[src/rtl/sysid_arbiter.sv]
// ============================================================================
// Module   : sysid_arbiter
// Brief    : Round-robin arbiter sharing one sysid control slave between two
//            read-only requesters, with ID check and transfer counter.
// Revision : 1.0 - initial release
// ============================================================================
`default_nettype none

module sysid_arbiter #(
    parameter logic [31:0] EXPECTED_ID = 32'd1715151045
) (
    input  logic        clock,
    input  logic        reset,
    input  logic        m0_read,
    input  logic        m0_address,
    output logic        m0_waitrequest,
    output logic [31:0] m0_readdata,
    input  logic        m1_read,
    input  logic        m1_address,
    output logic        m1_waitrequest,
    output logic [31:0] m1_readdata,
    output logic        s_address,
    input  logic [31:0] s_readdata,
    output logic        busy,
    output logic        id_mismatch,
    output logic [15:0] xfer_count
);

    typedef enum logic [1:0] {
        IDLE    = 2'd0,
        ISSUE   = 2'd1,
        RESPOND = 2'd2
    } state_t;

    state_t      state_q, state_d;
    logic        grant_q, grant_d;
    logic        last_grant_q, last_grant_d;
    logic        s_address_q, s_address_d;
    logic [31:0] data_q, data_d;
    logic [31:0] m0_rd_q, m0_rd_d;
    logic [31:0] m1_rd_q, m1_rd_d;
    logic        mismatch_q, mismatch_d;
    logic [15:0] count_q, count_d;
    logic        winner;
    logic        resp0, resp1;

    always_ff @(posedge clock) begin
        if (reset) begin
            state_q      <= IDLE;
            grant_q      <= 1'b0;
            last_grant_q <= 1'b1;
            s_address_q  <= 1'b0;
            data_q       <= 32'd0;
            m0_rd_q      <= 32'd0;
            m1_rd_q      <= 32'd0;
            mismatch_q   <= 1'b0;
            count_q      <= 16'd0;
        end else begin
            state_q      <= state_d;
            grant_q      <= grant_d;
            last_grant_q <= last_grant_d;
            s_address_q  <= s_address_d;
            data_q       <= data_d;
            m0_rd_q      <= m0_rd_d;
            m1_rd_q      <= m1_rd_d;
            mismatch_q   <= mismatch_d;
            count_q      <= count_d;
        end
    end

    // On a tie the requester that was not served last wins.
    always_comb begin
        winner = 1'b0;
        if (m0_read && m1_read) begin
            winner = ~last_grant_q;
        end else if (m1_read) begin
            winner = 1'b1;
        end
    end

    always_comb begin
        state_d      = state_q;
        grant_d      = grant_q;
        last_grant_d = last_grant_q;
        s_address_d  = s_address_q;
        data_d       = data_q;
        m0_rd_d      = m0_rd_q;
        m1_rd_d      = m1_rd_q;
        mismatch_d   = mismatch_q;
        count_d      = count_q;
        case (state_q)
            IDLE: begin
                if (m0_read || m1_read) begin
                    grant_d     = winner;
                    s_address_d = winner ? m1_address : m0_address;
                    state_d     = ISSUE;
                end
            end
            ISSUE: begin
                data_d = s_readdata;
                if (s_address_q && (s_readdata != EXPECTED_ID)) begin
                    mismatch_d = 1'b1;
                end
                state_d = RESPOND;
            end
            RESPOND: begin
                if (grant_q) begin
                    m1_rd_d = data_q;
                end else begin
                    m0_rd_d = data_q;
                end
                last_grant_d = grant_q;
                count_d      = count_q + 16'd1;
                state_d      = IDLE;
            end
            default: state_d = IDLE;
        endcase
    end

    // Reset masks the response pulse in the same cycle so an aborted
    // transfer never shows waitrequest low.
    assign resp0 = (state_q == RESPOND) && !grant_q && !reset;
    assign resp1 = (state_q == RESPOND) &&  grant_q && !reset;

    assign m0_waitrequest = ~resp0;
    assign m1_waitrequest = ~resp1;
    assign m0_readdata    = resp0 ? data_q : m0_rd_q;
    assign m1_readdata    = resp1 ? data_q : m1_rd_q;
    assign s_address      = s_address_q;
    assign busy           = (state_q != IDLE);
    assign id_mismatch    = mismatch_q;
    assign xfer_count     = count_q;

endmodule

`default_nettype wire

[config.mk]
export PLATFORM = sky130hd
export DESIGN_NAME = sysid_arbiter
export DESIGN_NICKNAME = d
export VERILOG_FILES = /design/src/rtl/sysid_arbiter.sv
export SDC_FILE = /design/constraint.sdc
export NUM_CORES = 1
export LEC_CHECK = 0
export ABC_AREA = 0
export CAP_MARGIN = 20
export CORE_ASPECT_RATIO = 1.75
export CORE_MARGIN = 5
export CORE_UTILIZATION = 48
export CTS_CLUSTER_DIAMETER = 60
export DETAILED_ROUTE_END_ITERATION = 10
export DONT_BUFFER_PORTS = 1
export GPL_TIMING_DRIVEN = 0
export PLACE_DENSITY_LB_ADDON = 0.05
export SETUP_SLACK_MARGIN = 0.02
export SYNTH_ARGS = -nofsm -noshare
export SYNTH_HDL_FRONTEND = slang
export SYNTH_SLANG_ARGS = --single-unit
[constraint.sdc]
create_clock -name clock -period 2.41 [get_ports clock]
set_clock_uncertainty 0.1 [all_clocks]
set_input_delay 0.723 -clock clock [delete_from_list [all_inputs] [get_ports clock]]
set_output_delay 0.723 -clock clock [all_outputs]
set_load 0.02 [all_outputs]
After elaboration in Yosys (flattened, before gate mapping)
Index checks and enable logic that the tools add are counted.
{"block": "totals", "reg_bits": 118, "output_inout_bits": 85, "inputBits": 38, "word_cells": 40}
{"block": "classes", "bitwise": 4, "eq_ne": 4, "add_sub_neg": 1, "n_mux": 7, "reduce_logical": 15}
{"operator": "$mux W32", "n": 2}
{"operator": "$ne A32 B31 Y1 const B", "n": 1}
{"operator": "$add A16 B1 Y16 const B", "n": 1}
{"operator": "$reduce_and A2 Y1", "n": 4}
{"operator": "$logic_and A1 B1 Y1", "n": 6}
{"operator": "$not A1 Y1", "n": 4}
{"operator": "$pmux W2 S2", "n": 1}
{"operator": "$mux W1", "n": 3}
{"operator": "$eq A2 B1 Y1 const B", "n": 1}
{"operator": "$eq A2 B2 Y1 const B", "n": 1}
{"operator": "$logic_not A1 Y1", "n": 2}
{"operator": "$logic_not A2 Y1", "n": 1}
{"operator": "$mux W2", "n": 1}
{"operator": "$ne A2 B2 Y1 const B", "n": 1}
{"operator": "$reduce_bool A2 Y1", "n": 1}
{"operator": "$logic_or A1 B1 Y1", "n": 1}

Logic depth before layout (Yosys ltp)
Gate-level depths: netlist of the first run.
{"block": "logic_depth", "word_depth": 4, "depth_mapped": 6}

Worst setup path after synthesis of the first run
OpenSTA, ideal clock, no wires.
{"block": "synth_path", "path_kind": "input to output", "from": "input reset", "to": "output m1_readdata[22]", "slack_ns": 0.008, "arrival_time_ns": 1.579, "required_ns": 1.587, "stages": 5, "path_cell_list": "nor3b_1 inv_1 clkbuf_1 nand2_1 nand2_1"}
{"block": "synth_between", "elab_chain_cells": 3}
{"item": "start: declaration", "line": "13", "source": "input logic reset,"}
{"item": "$logic_not A1 Y1", "line": "123", "source": "assign resp1 = (state_q == RESPOND) && grant_q && !reset;"}
{"item": "$logic_and A1 B1 Y1", "line": "123"}
{"item": "$mux W32", "line": "128", "source": "assign m1_readdata = resp1 ? data_q : m1_rd_q;"}
{"item": "end: declaration", "line": "21", "source": "output logic [31:0] m1_readdata,"}
No other way between the ends.

Worst setup path in the final report of the first run
{"block": "layout_path", "from": "register state_q[1]", "to": "output m1_readdata[2]"}
{"block": "layout_between", "elab_chain_cells": 4}
{"item": "start: declaration", "line": "35", "source": "state_t state_q, state_d;"}
{"item": "start signal: assignment", "line": "59", "source": "state_q <= state_d;"}
{"item": "$eq A2 B2 Y1", "line": "123"}
{"item": "$logic_and A1 B1 Y1 (2 in series)", "line": "123"}
{"item": "$mux W32", "line": "128"}
No other way between the ends.

==> results of run 1 <==
## worst min-delay path by stage
stage / start / to / slack (ns) / cells past startpoint
2_1_floorplan: last_grant_q / last_grant_q / 0.32 / 2
3_3_place_gp: last_grant_q / last_grant_q / 0.34 / 2
3_5_place_dp: last_grant_q / last_grant_q / 0.35 / 2
4_1_cts: s_readdata[21] / data_q[21] / 0.33 / 2
5_1_grt: s_readdata[17] / data_q[17] / 0.34 / 2
6_report: s_readdata[28] / data_q[28] / 0.35 / 2
## repair_timing
| action | CTS | global route |
|---|---|---|
| cloned | 5 | 0 |
| pin swaps | 12 | 6 |
| buffers inserted | 11 | 0 |
| setup endpoints to repair | 66 | 65 |
| gates resized for setup | 168 | 9 |
| hold endpoints to repair | 0 | 0 |
## final cells by class
class                      count  area share
clock buffer                  23      0.0771
inverter                       6     0.00474
timing repair buffer          16      0.0251
sequential                   118       0.374
tap                          125      0.0247
buffer                        40      0.0474
multi-input combinational    448       0.424
clock inverter                 8      0.0229
## layer usage
metal | vias up | GRT usage | share of wire
li1 | 2122 | - | -
met1 | 2127 | 0.259 | 0.37
met2 | 150 | 0.421 | 0.51
met3 | 29 | 0.103 | 0.097
met4 | 0 | 0.100 | 0.021
met5 | - | 0 | 0
## state kept, by name, summed over array words and instances, names as in the netlist
signal        cells
data_q           32
grant_q           1
xfer_count       16
id_mismatch       1
last_grant_q      1
m1_rd_q          32
s_address         1
state_q           2
m0_rd_q          32
## power breakdown
group | switching [mW] | internal [mW] | leakage (nW)
combinational | 0.172 | 0.0834 | 1.44
sequential | 0.0662 | 2.00 | 0.956
clock | 0.869 | 1.83 | 0.305
total | 1.11 | 3.91 | 2.70
## per-stage QoR
| stage | utilization | TNS (ns) |
|---|---|---|
| after floorplan | - | 0 |
| after CTS | 0.640 | -13.39 |
| after global placement | 0.506 | -12.69 |
| after global routing | 0.643 | -17.74 |
| after detailed placement | 0.506 | -12.47 |
| final | 0.643 | -12.82 |
## kinds of logic (layout without fill, tap and decap cells)
| logic type | count (synthesis) | in the layout | synth area share |
|---|---|---|---|
| AOI/OAI and AO/OA | 110 | 110 | 0.166 |
| muxes | 2 | 2 | 0.00440 |
| adders and majority gates | 1 | 1 | 0.00259 |
| DFF | 118 | 118 | 0.489 |
| xor gates and xnor gates | 11 | 11 | 0.0199 |
| and+or+nand+nor | 324 | 324 | 0.279 |
| buffers and inverters | 46 | 93 | 0.0394 |
## synth_stat cells (3+ instances only)
master / count
nand3_1: 3
o21ai_0: 4
buf_2: 14
nand2_1: 268
nor4_1: 4
nor4bb_1: 3
or3_1: 3
a21oi_1: 39
xnor2_1: 8
nand4_1: 5
nor4b_1: 3
clkbuf_1: 25
a22o_1: 64
xor2_1: 3
nor2_1: 19
inv_1: 6
nor3_1: 6
dfxtp_1: 118
## worst register-to-register path: cells and delay by family, from the launching register on
kind,cells,cell delay (ns)
buffers and inverters,2,0.67
AOI/OAI and AO/OA,2,0.71
and+or+nand+nor,1,0.19
DFF,1,0.34
==> metrics.cfg, run 1 <==
[synthesis]
syn_area_mm2=0.00483
yosys_warnings=0
ys_types=35
ys_seq_area_frac=0.489
synth_edf_count=0
async_reset_ff_frac=0
synth_top_area_share=0.489
syn_inst=612
yosysTopAreaCell=dfxtp_1
ys_ff_latch=118
synth_area_leaders=dfxtp_1 (49%), nand2_1 (21%), a22o_1 (12%), a21oi_1 (4.0%), clkbuf_1 (1.9%)
synth_fp_nets=651
synthFlopType=dfxtp_1
syn_area_per_cell_um2=7.89

[cells_and_area]
final_common_cell=nand2_1
area_growth_pct=31.1
nFillCells=891
layout-drive-gt1-share=0.249
n_antenna_cell=0
finish.instance_area_mm2=0.00633
multiInputGateArea_mm2=0.00269
seq_area_mm2=0.00237
nets=686
final_cell_mix=nand2_1 (181), dfxtp_1 (116), a22o_1 (64)
instances_no_fill=784

[placement]
gp_congestion=0.792
placed_cell_area_mm2=0.00499
place_inst=737
place_ws_ns=-0.249
hpwl_um=9780
io_buffers=0

[grt]
grt_max_degree=17
grt_pass1_wl_um=23100
first_global_vias=4499
antenna_found_initial=0
grt-ovfl-total=0
grt_usage=0.244

[critical_path]
crit_path_end=m1_readdata[2]
path_buf_inv=2
regToRegSetupSlack_ns=0.35
cpPeakStageDelay_ns=0.34
required_ns=1.59
cp_max_fo=10
path_class=flop to output pin
crit_start=state_q[1]
crit_chain=or2b_4 -> nor3b_4 -> buf_6 -> buf_8 -> nand2_1 -> nand2_2
r2r-end=m1_rd_q[29]
cp_slowest_cell=dfxtp_4
critPathLaunchType=flop
crit_cells=6
rr_startpoint=state_q[1]
cp.arrival_ns=1.83
crit_family=simple AND/OR/NAND/NOR gates
worstSetupEndpointType=output pin
reg2reg_depth=5

[drt]
avgRoutedWirePerCell_um=18.7
drt_iter0_markers=264
ant_nets=0
viasPerCell=5.65
detail_route.first_pass.iterations=5
drt_wl_total_um=14700
vias=4428
remaining_drc_errors=0

[floorplanning]
dieArea_mm2=0.0122
fp.dieW_um=85.8
rows=48
core_mm2=0.00985
die_y_um=143
start_util=0.490
io_pins=123

[run_status]
violations=setup timing
outcome=complete, but fails checks

[clock_network]
cts.clk_slew.worst_paths_ns=0.06
cts_tree=built
cts_max_level=4
clk_latency_ns=0.41
cts-root-buf=clkbuf_16
clk_path_buf_depth=2
cts_hold_buf=0
clock-sinks=118
cts_buffers=17

[sta]
period_needed_ns=2.65
rsz0062_at_grt=true
relSlewSlack=0.587
timing.hold.ws_ns=0.347
finalSetupViolCount=65
fmax_mhz=377
slew_violations=0
hold_viol_final=0
fin_crit_sh=1.10
fin_ws_ns=-0.242
worstMarginPinSlew_ns=0.612

[power_and_ir_drop]
finalPower_mw=5.02
p_per_area_mw_per_mm2=793
power.leakage_nw=2.70
ir_drop_uv=509

[hold_path]
hold_class=primary input to flop

[flow_run]
max_cap_violations=0

Note: power is estimated with default switching activity, not from simulation.
==> run 2, diff against run 1 <==
--- a/config.mk
+++ b/config.mk
@@ -5,11 +5,13 @@
 export SDC_FILE = /design/constraint.sdc
 export NUM_CORES = 1
 export LEC_CHECK = 0
-export ABC_AREA = 0
+export ABC_AREA = 1
 export CAP_MARGIN = 20
+export CELL_PAD_IN_SITES_DETAIL_PLACEMENT = 0
+export CELL_PAD_IN_SITES_GLOBAL_PLACEMENT = 2
 export CORE_ASPECT_RATIO = 1.75
 export CORE_MARGIN = 5
-export CORE_UTILIZATION = 48
+export CORE_UTILIZATION = 31
 export CTS_CLUSTER_DIAMETER = 60
 export DETAILED_ROUTE_END_ITERATION = 10
 export DONT_BUFFER_PORTS = 1
==> constraint.sdc (replaced) <==
create_clock -name clock -period 2.4 [get_ports clock]
set_clock_uncertainty 0.1 [all_clocks]
set_input_delay 0.72 -clock clock [delete_from_list [all_inputs] [get_ports clock]]
set_output_delay 0.72 -clock clock [all_outputs]
set_load 0.02 [all_outputs]
==> run 2 against run 1 <==
Effect of this change: the run still ends with setup timing left; via count grew 4.9%; synthesized cell count grew 13%; global-route usage decreased by 5.4 points; clock power barely moved; sequential power hardly changed; highest routed layer unchanged.
==> metrics.cfg, run 2 <==
[synthesis]
syn_area_mm2=0.00501
synth_top_area_share=0.471
synth_fp_nets=731
synth_common_cells=nand2_1 (153), dfxtp_1 (118), inv_1 (105)
synth_edf_count=0
syn_area_per_cell_um2=7.25
syn_inst=692
async_reset_ff_frac=0
ys_ff_latch=118
yosysTopAreaCell=dfxtp_1
yosysMostFrequentCell=nand2_1
synth_area_leaders=dfxtp_1 (47%), nand2_1 (11%), o21ai_0 (10%), inv_1 (7.9%), o31ai_1 (4.8%)
ys_seq_area_frac=0.471
yosys_warnings=0
synthFlopType=dfxtp_1
ys_types=25

[drt]
viasPerCell=5.00
detail_route.first_pass.iterations=4
drt_iter0_markers=129
drt_wl_total_um=17700
vias=4646
ant_nets=0
avgRoutedWirePerCell_um=19.1
remaining_drc_errors=0

[cells_and_area]
final_cell_mix=dfxtp_1 (115), inv_1 (104), nand2_1 (97)
largestRegisters=data_q x32, m0_rd_q x32, m1_rd_q x32
final_common_cell=dfxtp_1
n_antenna_cell=0
seq_area_mm2=0.00237
layout-drive-gt1-share=0.278
area_growth_pct=44.2
nets=767
instances_no_fill=930
nFillCells=1622
multiInputGateArea_mm2=0.00299

[floorplanning]
fp.dieW_um=106
core_mm2=0.0159
io_pins=123
start_util=0.316
dieArea_mm2=0.0189
die_y_um=178
rows=61

[sta]
fmax_mhz=400
hold_viol_final=0
fin_ws_ns=-0.0993
slew_violations=0
relSlewSlack=0.499
fin_crit_sh=1.04
rsz0062_at_grt=true
period_needed_ns=2.50
finalSetupViolCount=63
setup-tns-final_ns=-2.00
worstMarginPinSlew_ns=0.751

[clock_network]
cts_max_level=4
cts-root-buf=clkbuf_16
clk_latency_ns=0.41
cts_hold_buf=0
cts.clk_slew.worst_paths_ns=0.05
cts_tree=built
clk_path_buf_depth=2
clock-sinks=118
cts_buffers=17

[grt]
grt_pass1_wl_um=26800
grt-ovfl-total=0
antenna_found_initial=0
first_global_vias=4643
grt_max_degree=17
grt_usage=0.190

[run_status]
violations=setup timing
outcome=complete, but fails checks

[critical_path]
crit_family=buffers and inverters
cp_slowest_cell=o21ai_4
cp.arrival_ns=1.68
crit_chain=clkbuf_2 -> inv_4 -> nand2_8 -> clkinv_8 -> buf_12 -> buf_6 -> o21ai_4
path_buf_inv=5
critPathLaunchType=primary input
path_class=primary input to output pin
worstSetupEndpointType=output pin
required_ns=1.58
cpPeakStageDelay_ns=0.21
cp_max_fo=8

[power_and_ir_drop]
power.leakage_nw=2.79
pwr-share-clk=0.514
ir_drop_uv=384
power.share.switching=0.252
combPwrFrac=0.082
switching_power_mw=1.31
p_seq_frac=0.404
intPower_mw=3.89
p_per_area_mw_per_mm2=719

[placement]
place_inst=881
io_buffers=0
gp_congestion=0.764
hpwl_um=12900

[hold_path]
hold_class=flop to flop

[flow_run]
max_cap_violations=0

-- run 2: power by group through the flow --
stage               clock network (mW)  registers [mW]  logic [mW]
CTS                               2.74            2.09       0.416
global route                      2.84            2.11       0.473
floorplan                            0            2.11       0.230
detailed placement                   0            2.13       0.333
finish                            2.67            2.10       0.425
global placement                     0            2.13       0.327
-- run 2: logic make-up (layout without fill, tap and decap cells) --
kind of cell,after synthesis,in the layout,share of synthesized area
AOI/OAI and AO/OA,209,209,0.225
xor gates and xnor gates,2,2,0.00349
adders and majority gates,1,1,0.00250
buffers and inverters,147,196,0.123
DFF,118,118,0.471
and+or+nand+nor,215,215,0.175
-- run 2: final timing paths --
path          startpoint              to  slack (ns)  cells after the start
min          m1_rd_q[31]     m1_rd_q[31]        0.36                      2
min reg2reg  m1_rd_q[31]     m1_rd_q[31]        0.36                      2
max                reset  m0_readdata[0]        -0.1                      7
max reg2reg   state_q[0]      data_q[21]        0.54                      7
-- run 2: repair_timing --
item,4_1_cts,5_1_grt
cloned,3,1
endpoints found under the setup margin,65,64
setup buffers,9,4
pin swaps,10,11
gates resized for setup,221,46
-- run 2: routing by layer --
metal,wire length (um),track usage,vias to the layer above,share of wire
li1,-,-,2304,-
met1,6440,0.186,2234,0.36
met2,10300,0.375,99,0.58
met3,854,0.0551,9,0.048
met4,192,0.0616,0,0.011
met5,0,0,-,0
-- run 2: stage by stage --
step	hold slack (ns)	power [mW]	instance area, um^2	util	setup WS, ns
after CTS	0.352	5.25	6980	0.440	-0.130
after floorplan	0.327	2.34	5070	-	-0.0976
after global routing	0.356	5.42	7230	0.455	-0.134
after global placement	0.339	2.45	5310	0.334	-0.544
after detailed placement	0.345	2.46	5310	0.334	-0.546
final	0.358	5.20	7230	0.455	-0.0993
-- run 2: worst reg2reg max path, cell delays in order, from the launching register on --
cell,delay (ns)
dfxtp_2,0.35
inv_4,0.05
buf_4,0.14
nor2_4,0.25
inv_1,0.11
clkbuf_1,0.36
o21ai_0,0.29
a21oi_1,0.07
-- run 2: area by class of cell --
type / count / share of cell area
clock inverters: 12 / 0.0248
inverters: 109 / 0.0590
multi-input cells: 427 / 0.413
clock buffers: 20 / 0.0604
flip-flops and latches: 118 / 0.328
repair buffers: 17 / 0.0327
plain buffers: 38 / 0.0492
well taps: 189 / 0.0327
